## config.mk

```make
export PLATFORM = sky130hd
export DESIGN_NAME = ft245_tx_arbiter
export DESIGN_NICKNAME = d
export VERILOG_FILES = /design/src/rtl/ft245_tx_arbiter.sv
export SDC_FILE = /design/constraint.sdc
export NUM_CORES = 1
export LEC_CHECK = 0
export ABC_CLOCK_PERIOD_IN_PS = 2400
export CORE_ASPECT_RATIO = 1.2
export CORE_MARGIN = 1
export CORE_UTILIZATION = 53
export DETAILED_ROUTE_END_ITERATION = 10
export DONT_BUFFER_PORTS = 1
export PLACE_DENSITY = 0.68
export REMOVE_ABC_BUFFERS = 1
export SYNTH_ARGS = -nofsm -noshare
export SYNTH_HDL_FRONTEND = slang
export SYNTH_SLANG_ARGS = --single-unit
```

## constraint.sdc

```tcl
create_clock -name clk -period 2.4 [get_ports clk]
set_input_delay 0.24 -clock clk [delete_from_list [all_inputs] [get_ports clk]]
set_output_delay 0.24 -clock clk [all_outputs]
set_load 0.01 [all_outputs]
```

## src/rtl/ft245_tx_arbiter.sv

```systemverilog
// Packet-granular round-robin arbiter feeding the FT245 host-transmit byte stream.
// Each grant emits a source-tagged header byte; bursts are capped at MAX_BURST bytes.
module ft245_tx_arbiter #(
    parameter int NUM_PORTS = 2,
    parameter int MAX_BURST = 16
) (
    input  logic                   clk,
    input  logic                   rst,
    input  logic [8*NUM_PORTS-1:0] s_axis_tdata,
    input  logic [NUM_PORTS-1:0]   s_axis_tvalid,
    output logic [NUM_PORTS-1:0]   s_axis_tready,
    input  logic [NUM_PORTS-1:0]   s_axis_tlast,
    output logic [7:0]             m_axis_tdata,
    output logic                   m_axis_tvalid,
    input  logic                   m_axis_tready,
    output logic                   busy,
    output logic [1:0]             grant_id
);

    localparam int unsigned NP = NUM_PORTS;
    localparam int          CW = $clog2(MAX_BURST + 1);

    localparam logic [1:0] ST_IDLE = 2'd0;
    localparam logic [1:0] ST_HDR  = 2'd1;
    localparam logic [1:0] ST_DATA = 2'd2;

    logic [1:0]    state;
    logic [1:0]    last_grant;
    logic [CW-1:0] count;
    logic [CW-1:0] count_inc;
    logic [3:0]    cont_flag;

    logic          out_free;
    logic          any_valid;
    logic [1:0]    next_grant;
    logic          sel_valid;
    logic          sel_last;
    logic [7:0]    sel_data;
    logic          xfer;

    assign out_free  = !m_axis_tvalid || m_axis_tready;
    assign count_inc = count + 1'b1;
    assign xfer      = (state == ST_DATA) && sel_valid && out_free;

    // First valid port strictly after last_grant, wrapping modulo NUM_PORTS.
    always_comb begin
        any_valid  = 1'b0;
        next_grant = last_grant;
        for (int unsigned step = 1; step <= NP; step++) begin
            for (int unsigned p = 0; p < NP; p++) begin
                if (!any_valid && s_axis_tvalid[p] &&
                    p == (32'(last_grant) + step) % NP) begin
                    any_valid  = 1'b1;
                    next_grant = 2'(p);
                end
            end
        end
    end

    always_comb begin
        sel_valid = 1'b0;
        sel_last  = 1'b0;
        sel_data  = '0;
        for (int unsigned p = 0; p < NP; p++) begin
            if (grant_id == 2'(p)) begin
                sel_valid = s_axis_tvalid[p];
                sel_last  = s_axis_tlast[p];
                sel_data  = s_axis_tdata[8*p +: 8];
            end
        end
    end

    always_comb begin
        s_axis_tready = '0;
        for (int unsigned p = 0; p < NP; p++) begin
            s_axis_tready[p] = (state == ST_DATA) && (grant_id == 2'(p)) && out_free;
        end
    end

    always_ff @(posedge clk or posedge rst) begin
        if (rst) begin
            state         <= ST_IDLE;
            m_axis_tvalid <= 1'b0;
            m_axis_tdata  <= 8'h00;
            grant_id      <= '0;
            last_grant    <= 2'(NUM_PORTS - 1);
            cont_flag     <= '0;
            count         <= '0;
            busy          <= 1'b0;
        end else begin
            // Accepted bytes retire here; any load below re-asserts valid.
            if (m_axis_tready) begin
                m_axis_tvalid <= 1'b0;
            end
            case (state)
                ST_IDLE: begin
                    if (any_valid) begin
                        grant_id   <= next_grant;
                        last_grant <= next_grant;
                        busy       <= 1'b1;
                        state      <= ST_HDR;
                    end
                end
                ST_HDR: begin
                    if (out_free) begin
                        m_axis_tdata  <= {4'hA, cont_flag[grant_id], 1'b0, grant_id};
                        m_axis_tvalid <= 1'b1;
                        count         <= '0;
                        state         <= ST_DATA;
                    end
                end
                ST_DATA: begin
                    if (xfer) begin
                        m_axis_tdata  <= sel_data;
                        m_axis_tvalid <= 1'b1;
                        count         <= count_inc;
                        if (sel_last) begin
                            cont_flag[grant_id] <= 1'b0;
                            busy                <= 1'b0;
                            state               <= ST_IDLE;
                        end else if (count_inc == CW'(MAX_BURST)) begin
                            cont_flag[grant_id] <= 1'b1;
                            busy                <= 1'b0;
                            state               <= ST_IDLE;
                        end
                    end
                end
                default: state <= ST_IDLE;
            endcase
        end
    end

endmodule

```

==> Word-level counts from Yosys, hierarchy flattened <==
Index checks and enable logic that the tools add are counted.
{ "classes": {"order_cmp": 2, "n_mux": 41, "div_mod_pow": 0, "bitwise": 3, "n_mul": 0, "n_eq_ne": 8, "add_sub_neg": 3, "n_reduce_logical": 31, "shift": 0} }
{ "ops": {"columns": ["operator", "count"], "rows": [
  ["$logic_not A32 Y1", 2],
  ["$mux W8", 4],
  ["$mux W2", 9],
  ["$mux W1", 17],
  ["$pmux W8 S2", 1],
  ["$logic_and A1 B1 Y1", 14],
  ["$mux W5", 2],
  ["$pmux W5 S2", 1],
  ["$mux W4", 2],
  ["$reduce_and A4 Y1", 2],
  ["$ne A2 B2 Y1 const B", 3],
  ["$pmux W2 S3", 1],
  ["$reduce_and A3 Y1", 2],
  ["$reduce_bool A2 Y1", 3],
  ["$add A5 B1 Y5 const B", 1],
  ["$eq A5 B5 Y1 const B", 1],
  ["$and A4 B4 Y4", 1],
  ["$eq A2 B1 Y1 const B", 2],
  ["$logic_not A1 Y1", 4],
  ["$logic_not A2 Y1", 2],
  ["$not A4 Y4", 1],
  ["$or A4 B4 Y4", 1],
  ["$pmux W1 S2", 2],
  ["$lt A2 B3 Y1 const B", 1],
  ["other kinds (8)", 9]
]} }
{ "word_totals": {"register_bits": 25, "input_bits": 23, "latch_bits": 0, "ram_bits": 0, "romBits": 0, "mem_count": 0} }

==> Depth between registers and ports, before layout <==
Gate-level depths: netlist (run 1).
{ "logic_depth": {"word_depth": 18, "mapped_depth": 8, "depth_no_buf": 7} }

==> Worst setup path before layout (run 1) <==
OpenSTA, ideal clock, no wires.
{ "synth_timing": {"kind": "register to register", "start": "register state[0]", "end": "register count[0]", "path_slack_ns": 0.704, "period_less_slack_ns": 1.696, "setup_time_ns": 0.125, "t_required_ns": 2.275, "path_buffers": 1, "stages_incl_launch_ff": 8, "t_arrival_ns": 1.572, "cell_sequence": "dfrtp_1 > inv_1 > ha_1 > buf_6 > or2b_2 > a21oi_4 > nor3_2 > mux2_2"} }
{ "synth_via": {"elab_chain_len": 5, "word_cells_on_any_way": 9, "cone_classes": "4 x eq/ne; 1 x mux; 4 x reduce/logical"} }
{ "synth_rtl": {"columns": ["item", "line_no", "source"], "rows": [
  ["from (decl)", "27", "logic [1:0] state;"],
  ["from (signal assigned)", "82", "state <= ST_IDLE;"],
  ["from (signal assigned)", "101", "state <= ST_HDR;"],
  ["from (signal assigned)", "109", "state <= ST_DATA;"],
  ["$eq A2 B2 Y1", "43, 95", null],
  ["$logic_and A1 B1 Y1 (2 in a row)", "43", "assign xfer = (state == ST_DATA) && sel_valid && out_free;"],
  ["$ne A2 B2 Y1 (no source line)", null, null],
  ["$reduce_and A3 Y1 (no source line)", null, null],
  ["to (signal assigned)", "116", "count <= count_inc;"],
  ["to (decl)", "29", "logic [CW-1:0] count;"]
]} }
Several ways; a longest one is shown, not always the timed one.
A chain may end at the register's enable or synchronous reset.

==> Worst setup path after layout (run 1) <==
{ "layout_timing": {"start": "register state[0]", "end": "register state[0]"} }
{ "layout_via": {"elab_chain_len": 5, "word_cells_on_any_way": 11, "cone_classes": "6 x eq/ne; 1 x mux; 4 x reduce/logical"} }
{ "layout_rtl": {"columns": ["item", "line_no"], "rows": [
  ["$eq A2 B2 Y1", "43, 95"],
  ["$logic_and A1 B1 Y1 (2 in a row)", "43"],
  ["$ne A2 B2 Y1 (no source line)", null],
  ["$reduce_and A4 Y1 (no source line)", null]
]} }
Several ways; a longest one is shown, not always the timed one.

==> results of run 1 <==
worst max-delay path, delay by kind of cell (launching register included):
family                   cells  cell delay, ns
flip-flops                   1            0.41
buffers and inverters        2            0.33
multiplexers                 1            0.32
adder cells (fa/ha/maj)      1            0.26
AO/OA/AOI/OAI                3            0.40
what timing repair did:
item                                    CTS  global route
hold buffers                              2             0
endpoints found under the setup margin    0             0
hold endpoints to repair                 11             0
Yosys cell counts, drive strengths merged, types with 2 or more instances:
cell type  number
o21ai           7
inv             5
nand2          16
a21oi           6
nand2b          2
ha              4
a22o            3
mux2            7
a21o            3
dfrtp          20
o31ai           2
nand3           2
nor3            2
mux2i           3
buf             6
nor2b           2
or2b            2
nor2            6
a31oi           5
xnor2           2
power by group:
| part | switching (mW) | internal [mW] |
|---|---|---|
| sequential | 0.123 | 0.464 |
| combinational | 0.364 | 0.307 |
| clock | 0.102 | 0.0647 |
metal layers:
| layer | GRT usage | up-vias | share of wire |
|---|---|---|---|
| met1 | 0.253 | 401 | 0.43 |
| met3 | 0.0519 | 2 | 0.045 |
| met4 | 0.0882 | 0 | 0.0064 |
| met5 | 0 | - | 0 |
| met2 | 0.333 | 22 | 0.51 |
| li1 | - | 427 | - |
cells by family after synthesis:
group | after synthesis | share of synthesized area
adder cells (fa/ha/maj) | 4 | 0.0405
XOR/XNOR | 2 | 0.0142
multiplexers | 11 | 0.106
buffers and inverters | 12 | 0.0547
AND/OR/NAND/NOR | 37 | 0.157
other | 1 | 0.00303
flip-flops | 21 | 0.426
AO/OA/AOI/OAI | 32 | 0.198
state kept, by name, indices dropped and copies added (netlist names):
| name | flops |
|---|---|
| grant_id | 1 |
| state | 2 |
| m_axis_tvalid | 1 |
| busy | 1 |
| cont_flag | 2 |
| m_axis_tdata | 8 |
| count | 5 |
| last_grant | 1 |
metrics by stage:
step	util	instance area, um^2	hold WS [ns]
after detailed placement	0.583	1250	0.325
after global routing	0.605	1290	0.00469
after floorplan	-	1190	0.216
after CTS	0.605	1290	0.0170
final	0.605	1290	0.0276
after global placement	0.583	1250	0.313
worst min path at each step:
stage / slack, ns / depth (start not counted) / to
finish: 0.03 / 1 / cont_flag[0]$_DFFE_PP0P_
global route: 0.005 / 1 / cont_flag[0]$_DFFE_PP0P_
CTS: 0.02 / 1 / cont_flag[0]$_DFFE_PP0P_
detailed placement: 0.33 / 1 / m_axis_tdata[5]$_DFFE_PP0P_
global placement: 0.31 / 1 / m_axis_tdata[5]$_DFFE_PP0P_
floorplan: 0.22 / 1 / busy$_DFFE_PP0P_
layout make-up:
type	count	share of cell area
inverter	5	0.0145
clock buffer	4	0.0203
tap	30	0.0290
multi-input combinational	87	0.496
timing repair buffer	5	0.0329
sequential	21	0.407
==> results.json, run 1 <==
{
  "synth_seq_cells": 21,
  "timing.critical_path.from": "state[0]$_DFFE_PP0P_",
  "worst-slew-pin-transition_ns": 0.796,
  "timing.critical_path.slowest_stage_cell": "dfrtp_1",
  "avgViaCountPerCell": 5.61,
  "cts.repair.resized": 0,
  "worst_setup_path_start_kind": "register",
  "start_util": 0.578,
  "dieWidth_um": 46.1,
  "power_density_mw_per_mm2": 1100,
  "crit_chain": "inv_1 -> ha_1 -> buf_4 -> o31ai_2 -> a41oi_2 -> a211oi_2 -> mux2_1",
  "timing.critical_path.arrival_ns": 2.02,
  "p_total_mw": 1.42,
  "holdCritStartpoint": "s_axis_tlast[0]",
  "post_cts_buffers": 0,
  "finish.net_count": 150,
  "multi_input_comb_area_um2": 642,
  "fp.dieArea_mm2": 0.00253,
  "ant_nets": 0,
  "antenna-diode-count": 0,
  "clkSlewWorstSetupHoldPaths_ns": 0.11,
  "pre_cts_slack_ns": 0.597,
  "design.portCount": 37,
  "route.detailed.drc": 0,
  "period_minus_ws_final_ns": 1.83,
  "grt_setup_unrepaired": "false",
  "final_layout_size_suffix_gt1_frac": 0.189,
  "synth_ff_type": "dfrtp_1",
  "synth.largest_area_cell": "dfrtp_1",
  "cts-htree-levels": 1,
  "grt_overflow_total": 0,
  "setup_viol": 0,
  "synth_edf_count": 0,
  "post-place-cells": 146,
  "drt_pre_antenna_iters": 4,
  "synth_cell_types": 44,
  "instances_no_fill": 152,
  "cts.root.buffer_cell": "clkbuf_4",
  "final_common_cell": "dfrtp_1",
  "max-cap-violations": 0,
  "endpoint_kind": "register",
  "leakagePower_nw": 0.574,
  "crit_path_max_fanout": 13,
  "min_path_type": "in -> reg",
  "async_flop_share": 1.00,
  "post_synth_inst_count": 120,
  "drt-total-wl_um": 2340,
  "slew_violations": 0,
  "status": "finished clean",
  "tritoncts": "yes",
  "path_class": "reg -> reg",
  "synth_seq_area_share": 0.426,
  "area.sequential_um2": 527,
  "fp-row-count": 18,
  "cts-buffers-inserted": 3,
  "vdd_drop_max_mv": 0.835,
  "max-clock-path-buffers": 2,
  "setup_ws_ns": 0.573,
  "synth.yosys.warnings": 0,
  "worstReg2RegEnd": "state[0]$_DFFE_PP0P_",
  "reg2reg_depth": 7,
  "final_min_period_over_clock_period": 0.761,
  "fill_cells": 188,
  "slew_headroom": 0.469,
  "worstSetupEndpoint": "state[0]$_DFFE_PP0P_",
  "route.vias.total": 852,
  "worstReg2RegStart": "state[0]$_DFFE_PP0P_",
  "wl_per_cell_um": 15.4,
  "maximum_number_of_pins_on_one_net_before_global_route_repair": 22,
  "synth.cell_area_mm2": 0.00124,
  "hpwl_um": 1750,
  "gpl.final_weighted_congestion": 0.769,
  "timing_hold_violations_final": 0,
  "fmaxAchievable_mhz": 547,
  "number_of_antenna_violations_at_the_first_check_in_global_routing": 0,
  "via_count_of_the_first_global_routing_pass": 769,
  "cts.sinks": 21,
  "worst-endpoint-required_ns": 2.59,
  "most-common-layout-cells": "dfrtp_1 (20), nand2_1 (16), nor2_1 (6), mux2_2 (6)",
  "clkLatencyLatePin_ns": 0.30,
  "synth.avg_cell_area_um2": 10.3,
  "die-height_um": 54.9,
  "finalSetupTns_ns": 0,
  "synth.top_cell.area_share": 0.405,
  "fin_worst_skew_ns": 0.00290,
  "port_buffers": 0,
  "core_region_area_mm2": 0.00214,
  "drt_initial_violations": 9,
  "grt_first_pass_wirelength_um": 3560,
  "flow.area_growth_from_synthesis_pct": 4.66,
  "synthTopCellsByArea": "dfrtp_1 (40%), mux2_2 (5.5%), nand2_1 (4.9%)",
  "timing.critical_path.slowest_cell_delay_ns": 0.41,
  "grt.total_usage": 0.204,
  "r2r_slack_ns": 0.57
}
Power figures use the tool's default switching activity.
==> inputs of run 2 (changes only) <==
--- a/config.mk
+++ b/config.mk
@@ -5,7 +5,7 @@
 export SDC_FILE = /design/constraint.sdc
 export NUM_CORES = 1
 export LEC_CHECK = 0
-export ABC_CLOCK_PERIOD_IN_PS = 2400
+export ABC_CLOCK_PERIOD_IN_PS = 1700
 export CORE_ASPECT_RATIO = 1.2
 export CORE_MARGIN = 1
 export CORE_UTILIZATION = 53
==> constraint.sdc (replaced) <==
create_clock -name clk -period 1.7 [get_ports clk]
set_input_delay 0.17 -clock clk [delete_from_list [all_inputs] [get_ports clk]]
set_output_delay 0.17 -clock clk [all_outputs]
set_load 0.01 [all_outputs]
==> results.json, run 2 (synthesis results as in run 1) <==
{
  "timing.critical_path.slowest_stage_cell": "dfrtp_1",
  "timing.critical_path.slowest_cell_delay_ns": 0.42,
  "vdd_drop_max_mv": 1.25,
  "clkLatencyLatePin_ns": 0.31,
  "post-place-cells": 157,
  "setup_ws_ns": 0.0331,
  "instances_no_fill": 167,
  "most-common-layout-cells": "dfrtp_1 (18), nand2_1 (15), buf_4 (12), mux2_2 (6)",
  "setup_viol": 0,
  "cp.buffers_inverters": 1,
  "p_sw_mw": 0.977,
  "route.detailed.drc": 0,
  "wl_per_cell_um": 16.8,
  "crit_chain": "inv_2 -> ha_4 -> or2b_4 -> a21oi_4 -> a211oi_2 -> mux2_1",
  "largest_register_ff_count": 8,
  "timing.critical_path.arrival_ns": 1.87,
  "leakagePower_nw": 0.655,
  "fp-row-count": 18,
  "slew_violations": 0,
  "port_buffers": 0,
  "dieWidth_um": 46.1,
  "status": "finished clean",
  "path_class": "reg -> reg",
  "die-height_um": 54.9,
  "via_count_of_the_first_global_routing_pass": 869,
  "sequentialPowerShare": 0.345,
  "antenna-diode-count": 0,
  "cts-htree-levels": 1,
  "max-cap-violations": 0,
  "grt.total_usage": 0.212,
  "period_minus_ws_final_ns": 1.67,
  "pre_cts_slack_ns": -0.0275,
  "regMostFlops": "m_axis_tdata",
  "drt-total-wl_um": 2800,
  "worst_hold_slack_ns": 0.0354,
  "worst-endpoint-required_ns": 1.90,
  "p_sw_frac": 0.414,
  "start_util": 0.578,
  "worst_setup_path_start_kind": "register",
  "fin_worst_skew_ns": 0.0112,
  "maximum_number_of_pins_on_one_net_before_global_route_repair": 22,
  "grt_first_pass_wirelength_um": 3710,
  "power.combinational.fraction": 0.551,
  "gpl.final_weighted_congestion": 0.813,
  "p_total_mw": 2.36,
  "drt_pre_antenna_iters": 4,
  "r2r_slack_ns": 0.03,
  "design.portCount": 37,
  "clkSlewWorstSetupHoldPaths_ns": 0.12,
  "finish.net_count": 165,
  "final_layout_size_suffix_gt1_frac": 0.343,
  "final_common_cell": "dfrtp_1",
  "flow.area_growth_from_synthesis_pct": 20.5,
  "crit_path_max_fanout": 5,
  "core_region_area_mm2": 0.00214,
  "crit_family": "flip-flops",
  "route.vias.total": 972,
  "timing_hold_violations_final": 0,
  "cts-buffers-inserted": 3,
  "grt_setup_unrepaired": "true",
  "max-clock-path-buffers": 2,
  "avgViaCountPerCell": 5.82,
  "post_cts_buffers": 0,
  "fp.dieArea_mm2": 0.00253,
  "power_report.internal_total_mw": 1.38,
  "drt_initial_violations": 15,
  "clock_network_fraction_of_total_power": 0.104,
  "power_density_mw_per_mm2": 1580,
  "tritoncts": "yes",
  "final_min_period_over_clock_period": 0.981,
  "number_of_antenna_violations_at_the_first_check_in_global_routing": 0,
  "cts.root.buffer_cell": "clkbuf_4",
  "endpoint_kind": "register",
  "cts.sinks": 21,
  "min_path_type": "in -> reg",
  "reg_top3": "m_axis_tdata (8), count (5)",
  "fmaxAchievable_mhz": 600,
  "grt_overflow_total": 0,
  "hpwl_um": 1900,
  "ant_nets": 0
}
run 2: worst paths after layout:
check,start,to,cells past startpoint
min,s_axis_tvalid[1],grant_id[0]$_DFFE_PP0P_,1
min in group asynchronous,rst,m_axis_tdata[5]$_DFFE_PP0P_,3
min reg2reg,last_grant[0]$_DFFE_PP1P_,last_grant[0]$_DFFE_PP1P_,1
max in group asynchronous,rst,last_grant[0]$_DFFE_PP1P_,3
max reg2reg,state[0]$_DFFE_PP0P_,state[0]$_DFFE_PP0P_,6
max,state[0]$_DFFE_PP0P_,state[0]$_DFFE_PP0P_,6
run 2: routing by layer:
layer / routed length (um) / vias to the layer above / track usage
met2: 1560 / 26 / 0.390
met3: 99 / 4 / 0.0390
met5: 0 / - / 0
met4: 55 / 0 / 0.118
li1: - / 465 / -
met1: 1090 / 477 / 0.222
run 2: timing repair:
item / 4_1_cts / 5_1_grt
resized for setup: 4 / 13
hold buffers: 4 / 1
pin swaps: 1 / 3
gates cloned: 0 / 1
endpoints found under the hold margin: 23 / 1
endpoints found under the setup margin: 4 / 9
run 2: power groups by stage:
stage	sequential, mW	clock, mW	combinational (mW)
3_5_place_dp	0.809	0	1.15
3_3_place_gp	0.801	0	1.10
4_1_cts	0.800	0.249	1.18
6_report	0.813	0.245	1.30
2_1_floorplan	0.836	0	0.707
5_1_grt	0.831	0.273	1.41
run 2: layout make-up:
cell class | instances | area (um^2)
fillers | 177 | 649
repair buffers | 19 | 171
clock buffers | 3 | 22.5
inverters | 5 | 18.8
multi-input cells | 88 | 706
clock inverters | 1 | 5.00
flip-flops and latches | 21 | 529
well taps | 30 | 37.5
run 2: per-stage QoR:
step | utilization | instance area, um^2 | TNS [ns]
floorplan | - | 1190 | -3.82
global placement | 0.627 | 1340 | 0
detailed placement | 0.627 | 1340 | -0.0615
CTS | 0.664 | 1420 | 0
global route | 0.696 | 1490 | -0.123
finish | 0.696 | 1490 | 0
